==> config.mk <==
export PLATFORM = sky130hd
export DESIGN_NAME = mem_cmd_ctrl
export DESIGN_NICKNAME = d
export VERILOG_FILES = /design/src/rtl/mem_cmd_ctrl.sv
export SDC_FILE = /design/constraint.sdc
export NUM_CORES = 1
export LEC_CHECK = 0
export ABC_CLOCK_PERIOD_IN_PS = 3400
export CAP_MARGIN = 5
export CELL_PAD_IN_SITES_DETAIL_PLACEMENT = 1
export CELL_PAD_IN_SITES_GLOBAL_PLACEMENT = 2
export CORE_MARGIN = 3
export CORE_UTILIZATION = 42
export CTS_BUF_LIST = sky130_fd_sc_hd__clkbuf_8
export DETAILED_ROUTE_END_ITERATION = 8
export PLACE_DENSITY_LB_ADDON = 0.08
export SLEW_MARGIN = 20
export SYNTH_ARGS = -nofsm -noshare
export SYNTH_HDL_FRONTEND = slang
export SYNTH_SLANG_ARGS = --single-unit
==> constraint.sdc <==
create_clock -name clk_i -period 3.4 [get_ports clk_i]
set_input_delay 0.68 -clock clk_i [delete_from_list [all_inputs] [get_ports clk_i]]
set_output_delay 0.68 -clock clk_i [all_outputs]
set_load 0.005 [all_outputs]
==> src/rtl/mem_cmd_ctrl.sv <==
// Valid/ready command and response front end for interleaved_memory.
// Rejects misaligned accesses, registers memory-side outputs, returns one in-order response per command.

package mem_cfg_pkg;
    typedef enum logic [1:0] {
        BYTE = 2'd0,
        HALF = 2'd1,
        WORD = 2'd2
    } mem_width_t;
endpackage

module mem_cmd_ctrl
    import mem_cfg_pkg::*;
#(
    parameter int ADDR_W       = 10,
    parameter int READ_LATENCY = 1,
    parameter int RSP_DEPTH    = 4
) (
    input  logic              clk_i,
    input  logic              rst_ni,
    input  logic              cmd_valid_i,
    output logic              cmd_ready_o,
    input  logic              cmd_we_i,
    input  mem_width_t        cmd_width_i,
    input  logic [ADDR_W-1:0] cmd_addr_i,
    input  logic [31:0]       cmd_data_i,
    output logic              rsp_valid_o,
    input  logic              rsp_ready_i,
    output logic [31:0]       rsp_data_o,
    output logic              rsp_we_o,
    output logic              rsp_err_o,
    output logic [ADDR_W-1:0] mem_addr_o,
    output mem_width_t        mem_width_o,
    output logic              mem_we_o,
    output logic [31:0]       mem_data_o,
    input  logic [31:0]       mem_data_i
);
    localparam int PTR_W = $clog2(RSP_DEPTH);
    localparam int CNT_W = $clog2(RSP_DEPTH + 1);
    localparam int SUM_W = CNT_W + 1;
    localparam int TAG_N = READ_LATENCY + 1;
    localparam logic [PTR_W-1:0] PTR_LAST = PTR_W'(RSP_DEPTH - 1);
    localparam logic [CNT_W-1:0] CNT_FULL = CNT_W'(RSP_DEPTH);
    localparam logic [SUM_W-1:0] DEPTH_S  = SUM_W'(RSP_DEPTH);

    generate
        if (READ_LATENCY < 1 || READ_LATENCY > 3) begin : g_bad_latency
            $error("mem_cmd_ctrl: READ_LATENCY must be in 1..3");
        end
        if (RSP_DEPTH < READ_LATENCY + 2) begin : g_bad_depth
            $error("mem_cmd_ctrl: RSP_DEPTH must be >= READ_LATENCY+2");
        end
    endgenerate

    typedef struct packed {
        logic [31:0] data;
        logic        we;
        logic        err;
    } rsp_entry_t;

    logic              run_q, run_d;
    logic              accept;
    logic              misaligned;
    logic [ADDR_W-1:0] mem_addr_q, mem_addr_d;
    mem_width_t        mem_width_q, mem_width_d;
    logic              mem_we_q, mem_we_d;
    logic [31:0]       mem_data_q, mem_data_d;
    logic [TAG_N-1:0]  tag_vld_q, tag_vld_d;
    logic [TAG_N-1:0]  tag_we_q, tag_we_d;
    logic [TAG_N-1:0]  tag_err_q, tag_err_d;
    rsp_entry_t        fifo_mem_q [RSP_DEPTH];
    logic [PTR_W-1:0]  wr_ptr_q, wr_ptr_d;
    logic [PTR_W-1:0]  rd_ptr_q, rd_ptr_d;
    logic [CNT_W-1:0]  fifo_cnt_q, fifo_cnt_d;
    logic [SUM_W-1:0]  inflight_cnt;
    logic [SUM_W-1:0]  occupancy;
    logic              push, push_ok, pop;
    logic              fifo_empty, fifo_full;
    rsp_entry_t        push_entry, head_entry;

    function automatic logic [PTR_W-1:0] ptr_inc(input logic [PTR_W-1:0] p);
        return (p == PTR_LAST) ? '0 : p + 1'b1;
    endfunction

    always_comb begin
        case (cmd_width_i)
            HALF:    misaligned = cmd_addr_i[0];
            WORD:    misaligned = |cmd_addr_i[1:0];
            default: misaligned = 1'b0;
        endcase
    end

    // Every tag stage and every FIFO entry owns one response slot, so admission
    // against their sum keeps the FIFO from ever overflowing.
    always_comb begin
        inflight_cnt = '0;
        for (int i = 0; i < TAG_N; i++) begin
            inflight_cnt = inflight_cnt + SUM_W'(tag_vld_q[i]);
        end
    end

    assign occupancy   = SUM_W'(fifo_cnt_q) + inflight_cnt;
    assign cmd_ready_o = run_q && (occupancy < DEPTH_S);
    assign accept      = cmd_valid_i && cmd_ready_o;
    assign run_d       = 1'b1;

    always_comb begin
        mem_addr_d  = mem_addr_q;
        mem_width_d = mem_width_q;
        mem_data_d  = mem_data_q;
        mem_we_d    = 1'b0;
        if (accept && !misaligned) begin
            mem_addr_d  = cmd_addr_i;
            mem_width_d = cmd_width_i;
            mem_data_d  = cmd_data_i;
            mem_we_d    = cmd_we_i;
        end
    end

    always_comb begin
        tag_vld_d = {tag_vld_q[TAG_N-2:0], accept};
        tag_we_d  = {tag_we_q[TAG_N-2:0], cmd_we_i};
        tag_err_d = {tag_err_q[TAG_N-2:0], misaligned};
    end

    // The tag leaves the pipe in the cycle the memory presents this command's read data.
    always_comb begin
        push            = tag_vld_q[TAG_N-1];
        push_entry.we   = tag_we_q[TAG_N-1];
        push_entry.err  = tag_err_q[TAG_N-1];
        push_entry.data = (tag_we_q[TAG_N-1] || tag_err_q[TAG_N-1]) ? 32'd0 : mem_data_i;
    end

    always_comb begin
        fifo_empty  = (fifo_cnt_q == '0);
        fifo_full   = (fifo_cnt_q == CNT_FULL);
        head_entry  = fifo_mem_q[rd_ptr_q];
        rsp_valid_o = !fifo_empty;
        rsp_data_o  = fifo_empty ? 32'd0 : head_entry.data;
        rsp_we_o    = !fifo_empty && head_entry.we;
        rsp_err_o   = !fifo_empty && head_entry.err;
        pop         = !fifo_empty && rsp_ready_i;
        push_ok     = push && (!fifo_full || pop);
    end

    always_comb begin
        wr_ptr_d   = push_ok ? ptr_inc(wr_ptr_q) : wr_ptr_q;
        rd_ptr_d   = pop ? ptr_inc(rd_ptr_q) : rd_ptr_q;
        fifo_cnt_d = fifo_cnt_q;
        if (push_ok && !pop) begin
            fifo_cnt_d = fifo_cnt_q + 1'b1;
        end else if (pop && !push_ok) begin
            fifo_cnt_d = fifo_cnt_q - 1'b1;
        end
    end

    always_ff @(posedge clk_i) begin
        if (push_ok) begin
            fifo_mem_q[wr_ptr_q] <= push_entry;
        end
    end

    always_ff @(posedge clk_i or negedge rst_ni) begin
        if (!rst_ni) begin
            run_q       <= 1'b0;
            mem_addr_q  <= '0;
            mem_width_q <= BYTE;
            mem_we_q    <= 1'b0;
            mem_data_q  <= '0;
            tag_vld_q   <= '0;
            tag_we_q    <= '0;
            tag_err_q   <= '0;
            wr_ptr_q    <= '0;
            rd_ptr_q    <= '0;
            fifo_cnt_q  <= '0;
        end else begin
            run_q       <= run_d;
            mem_addr_q  <= mem_addr_d;
            mem_width_q <= mem_width_d;
            mem_we_q    <= mem_we_d;
            mem_data_q  <= mem_data_d;
            tag_vld_q   <= tag_vld_d;
            tag_we_q    <= tag_we_d;
            tag_err_q   <= tag_err_d;
            wr_ptr_q    <= wr_ptr_d;
            rd_ptr_q    <= rd_ptr_d;
            fifo_cnt_q  <= fifo_cnt_d;
        end
    end

    assign mem_addr_o  = mem_addr_q;
    assign mem_width_o = mem_width_q;
    assign mem_we_o    = mem_we_q;
    assign mem_data_o  = mem_data_q;

endmodule

======== Word level (Yosys, flattened, before mapping) ========
Memories as Yosys holds them, arrays and structs flattened.
Index checks and enable logic that the tools add are counted.
operators by class
  add/subtract/negate cells ............... 6
  magnitude comparators ................... 1
  reductions and logical operators ........ 19
  equal/unequal tests ..................... 5
  multiplexer cells ....................... 10
operator list
  kind                                                                  number
  32-bit two-way mux                                                    2
  1-bit logical AND                                                     9
  2-bit == test, second input constant                                  3
  3-bit two-way mux                                                     2
  1-bit zero test                                                       5
  2-bit by 1-bit adder with 2-bit output, second input constant         2
  3-bit by 2-bit adder with 4-bit output                                1
  4-bit by 3-bit < comparator with 1-bit output, second input constant  1
  2-bit two-way mux                                                     2
  3-bit by 1-bit adder with 3-bit output, second input constant         1
  3-bit == test, second input constant                                  1
  3-bit zero test                                                       1
  1-bit two-way mux                                                     3
  3-bit by 1-bit subtractor with 3-bit output, second input constant    1
  1-bit by 1-bit adder with 2-bit output                                1
  2-bit by 1-bit == test with 1-bit output, second input constant       1
  1-bit logical OR                                                      2
  1-bit case mux with 2 select lines                                    1
  2-bit nonzero test                                                    1
  2-bit OR reduction                                                    1
word-level totals
  bits in writable memories ............... 136
  memories ................................ 1
  input bits .............................. 81
  word-level logic and storage cells ...... 53
  output and inout port bits .............. 81
  flip-flop bits (word level) ............. 59
memory list
  memory      depth  bits a word  read ports  clocked after Yosys merged registers in  wr ports  RTL line  source
  fifo_mem_q  4      34           1           0                                        1         71        rsp_entry_t fifo_mem_q [RSP_DEPTH];

======== Logic depth before layout (Yosys ltp) ========
  word-level depth ........................ 9
  mapped depth ............................ 9
  mapped depth without buffers ............ 8

======== Worst setup path after synthesis ========
OpenSTA, ideal clock, no wires.
  kind .................................... input port to flip-flop
  from .................................... input port rsp_ready_i
  to ...................................... register fifo_cnt_q[1]
  library setup time ...................... 0.125 ns
  data required time ...................... 3.275 ns
  cell stages on the path ................. 5
  path buffers ............................ 0
  path slack .............................. 1.143 ns
  arrival ................................. 2.132 ns
  cells stage by stage .................... o41a_2 > ha_1 > inv_1 > fa_1 > mux2_2
between the ends
  elaborated cells between the ends (all ways) .. 9
  those cells by class .................... mux: 1; reduce/logical: 8
RTL lines
  what                     RTL line  source
  from (decl)              28        input logic rsp_ready_i,
  1-bit logical AND *      142       pop = !fifo_empty && rsp_ready_i;
  1-bit logical OR         143       push_ok = push && (!fifo_full || pop);
  1-bit logical AND        143
  1-bit logical AND *      150       if (push_ok && !pop) begin
  3-bit two-way mux *      150
  named net fifo_cnt_d[1]  74        logic [CNT_W-1:0] fifo_cnt_q, fifo_cnt_d;
  to (signal assigned)     187       fifo_cnt_q <= fifo_cnt_d;
  to (decl)                74
Mark *: on every way through the listed nets, which the timed path passes. The rest lies on a longest branch.
A chain may end at the register's enable or synchronous reset.

======== Worst setup path in the final report ========
  from .................................... register rd_ptr_q[0]
  to ...................................... output port rsp_data_o[1]
between the ends
  longest elaborated chain between the ends .. 2
RTL lines
  what                    RTL line  source
  from (decl)             73        logic [PTR_W-1:0] rd_ptr_q, rd_ptr_d;
  from (signal assigned)  186       rd_ptr_q <= rd_ptr_d;
  memory 4 x 34 bit       n/a
  32-bit two-way mux      139       rsp_data_o = fifo_empty ? 32'd0 : head_entry.data;
  to (decl)               29        output logic [31:0] rsp_data_o,
Every way passes these cells.

==> results.md <==
- Crit path largest cell delay: roughly 0.64 ns
- Most instantiated library cell after synthesis: edfxtp_1
- Predominant post-synthesis flop cell: edfxtp_1
- Diode count: 0
- Routed WL per cell: between 15 and 20 um
- Post-Place Worst Slack: between 0.4 and 0.5 ns
- DIE WIDTH: around 140 um
- Total GRT Usage: 16.6%
- Final Skew: approximately 0.017 ns
- Post-synth cell types: 28
- Max Root-Sink Buffers: 2
- Worst Path Arrival: about 2.5 ns
- Worst Hold Class: primary input to async pin
- Post-synth top cells: edfxtp_1, and2_1, dfrtp_1
- Detailed-routed wire length on met3: about 1300 um
- Most area-consuming cells after synthesis: edfxtp_1, dfrtp_1, mux4_2
- Max layer used: met4
- Share of layout cells above drive strength 1: 22.5%
- Number of port buffers: ~160
- CTS root buf: clkbuf_8
- Worst Path Required: approximately 2.7 ns
- Sequential-to-total area share from yosys stat: 70.3%
- Type of origin of the critical path: flop
- Crit path time final: 3.17 ns
- First-pass GRT wire length: about 26,000 um
- Yosys reg bits: between 150 and 200
- Iteration count of the initial detailed-routing pass: 4
- Cell taking the most area after synthesis: edfxtp_1
- Die Ht: approximately 140 um
- Worst Slack Setup Final: 0.233 ns
- Cell total after placement: between 700 and 800
- Antenna-violating nets left: 0
- Final setup TNS: 0 ns
- Met2 Wirelength: 7980 um
- Crit-path max FO: 17
- Routed vias/inst: approximately 5.0
- Starting Density: around 43%
- Die area: 0.0205 mm^2
- Gpl congestion: between 0.6 and 0.7
- Share of the synthesized area in the top cell type: between 50% and 60%
- CTS sink count: approximately 200
- Clock-pin transition on the worst setup and hold timing paths: around 0.10 ns
- Status: completed
- Cell Pwr Density: 752 mW/mm^2
- Worst path top cell family by delay: buffers and inverters
- Met1 WL: just under 7000 um
- Vias: 4,100
- Final WL: 16,100 um
- Number of synthesized flops with an enable pin: 136
- CTS Buf Count: 17
- Worst-margin pin slew: ~0.91 ns
- H-tree lvl count: 4
- Fin nets: 670
- Non-Filler Instances: between 800 and 900
- Post-Syn Area: 0.00791 mm^2
- Bufs and invs on worst path: 2
- Worst-Skew Late Latency: around 0.45 ns
- Setup Crit Path Kind: flop to primary output
- Boundary pin count: 162
- CP Cell Sequence: buf_12, mux4_2, and2_1, clkdlybuf4s50_1
- RSZ-0062 raised after global routing: false
- Share of synthesized registers carrying an async set or reset: a little under a third
- Row cnt: 49
- DRT iter0 DRCs: between 100 and 150
- Max cap viols: 0
- Residual DRC: 0
- Post-CTS Setup Bufs: 0
- TritonCTS clock tree: yes
- Global route overflow: 0
- Max transition margin: between 30 and 40%
- F_max: approximately 0.32 GHz
- Area Growth Syn to Fin: 28.1%
- Critical Path Slowest Stage Cell: dfrtp_4
- Synth Area per Inst: ~20 um^2
- CP Capture Type: primary output
- Fin. max-slew vios: 0
- Peak supply drop: ~0.32 mV
- Final setup viols: 0
- Total power draw: about 0.0076 W
- Pin count of the biggest net entering global routing: 41
- Hold slack: 0.345 ns
- HPWL Detailed: about 10,000 um
- Synthesized net count: around 500
- Tcrit/Tclk final: approximately 93%
- Vias in the first global route: roughly 4,700
- Final hold violation count: 0
- Yosys warning count: 0
- Core area: about 0.018 mm^2
- Cells after Synth: 406
- Lkg Pwr: ~3.7 nW
- Number of antenna violations at the first check in global routing: 0
## final cells by class
| class | count | area, um^2 |
|---|---|---|
| Fill cell | 1695 | 8080 |
| Clock inverter | 15 | 119 |
| Tap cell | 229 | 287 |
| Inverter | 6 | 22.5 |
| Sequential cell | 195 | 5570 |
| Multi-Input combinational cell | 185 | 2160 |
| Clock buffer | 17 | 234 |
| Timing Repair Buffer | 174 | 1740 |
## per-layer routing
| metal | GRT usage (%) | vias up |
|---|---|---|
| met2 | 27.0 | 136 |
| met4 | 4.46 | 0 |
| met5 | 0 | - |
| met3 | 6.80 | 9 |
| met1 | 20.7 | 2093 |
| li1 | - | 1862 |
## stage by stage
| step | area [um^2] | util (%) |
|---|---|---|
| 6_report | 10100 | 55.6 |
| 5_1_grt | 10100 | 55.6 |
| 4_1_cts | 10100 | 55.6 |
| 3_5_place_dp | 9780 | 53.7 |
| 3_3_place_gp | 9780 | 53.7 |
| 2_1_floorplan | 7910 | - |
## path summary, 6_finish.rpt
kind	startpoint	end	slack (ns)	depth (start not counted)
max	rd_ptr_q[0]$_DFFE_PN0P_	rsp_data_o[1]	0.23	4
min	rst_ni	mem_data_o[21]$_DFFE_PN0P_	0.34	1
max reg2reg	fifo_cnt_q[0]$_DFFE_PN0P_	fifo_cnt_q[2]$_DFFE_PN0P_	0.70	9
min reg2reg	tag_we_q[0]$_DFF_PN0_	tag_we_q[1]$_DFF_PN0_	0.37	0
max in group asynchronous	rst_ni	mem_addr_o[7]$_DFFE_PN0P_	2.23	2
min in group clk_i	tag_we_q[0]$_DFF_PN0_	tag_we_q[1]$_DFF_PN0_	0.37	0
## kinds of logic after synthesis
kind of cell               after synthesis  synth area share [%]
muxes                                   80                  18.1
xor gates and xnor gates                 3                 0.332
adders and majority gates               10                  1.68
buffers and inverters                   26                  2.44
DFF                                    195                  70.3
AOI/OAI and AO/OA                        6                 0.506
other                                    1                0.0474
and+or+nand+nor                         85                  6.60
## cell usage in the layout (no fill, tap or decap), drive strengths merged
master / count
buf: 14
edfxtp: 136
clkinv: 10
a21o: 1
clkinvlp: 2
conb: 1
a21oi: 1
and4: 1
mux2: 46
dfrtp: 59
o41a: 1
nor3: 1
or3: 1
clkbuf: 17
xor2: 1
mux4: 34
nor2: 3
ha: 9
nand3: 1
inv: 8
and3b: 1
o21ai: 3
fa: 1
xnor2: 2
and2: 72
bufinv: 1
nand2: 5
clkdlybuf4s50: 160
## what timing repair did
item | in CTS | in global routing
gates resized for setup | 0 | 1
setup endpoints to repair | 0 | 22
hold buffers | 0 | 0
## flip-flops by register name, summed over array words and instances (netlist names)
| name | flops |
|---|---|
| tag_we_q | 2 |
| run_q | 1 |
| wr_ptr_q | 2 |
| mem_we_o | 1 |
| tag_vld_q | 2 |
| fifo_cnt_q | 3 |
| mem_width_o | 2 |
| tag_err_q | 2 |
| rd_ptr_q | 2 |
| mem_data_o | 32 |
| fifo_mem_q | 136 |
| mem_addr_o | 10 |
## report_power, final
group / internal, W / leakage [nW] / switching, W / total (W)
logic: 0.00199 / 1.56 / 0.000951 / 0.00294
clock network: 0.000571 / 0.179 / 0.000770 / 0.00134
registers: 0.00300 / 1.96 / 0.000342 / 0.00334
total: 0.00556 / 3.70 / 0.00206 / 0.00762
(Power assumes the default switching activity.)
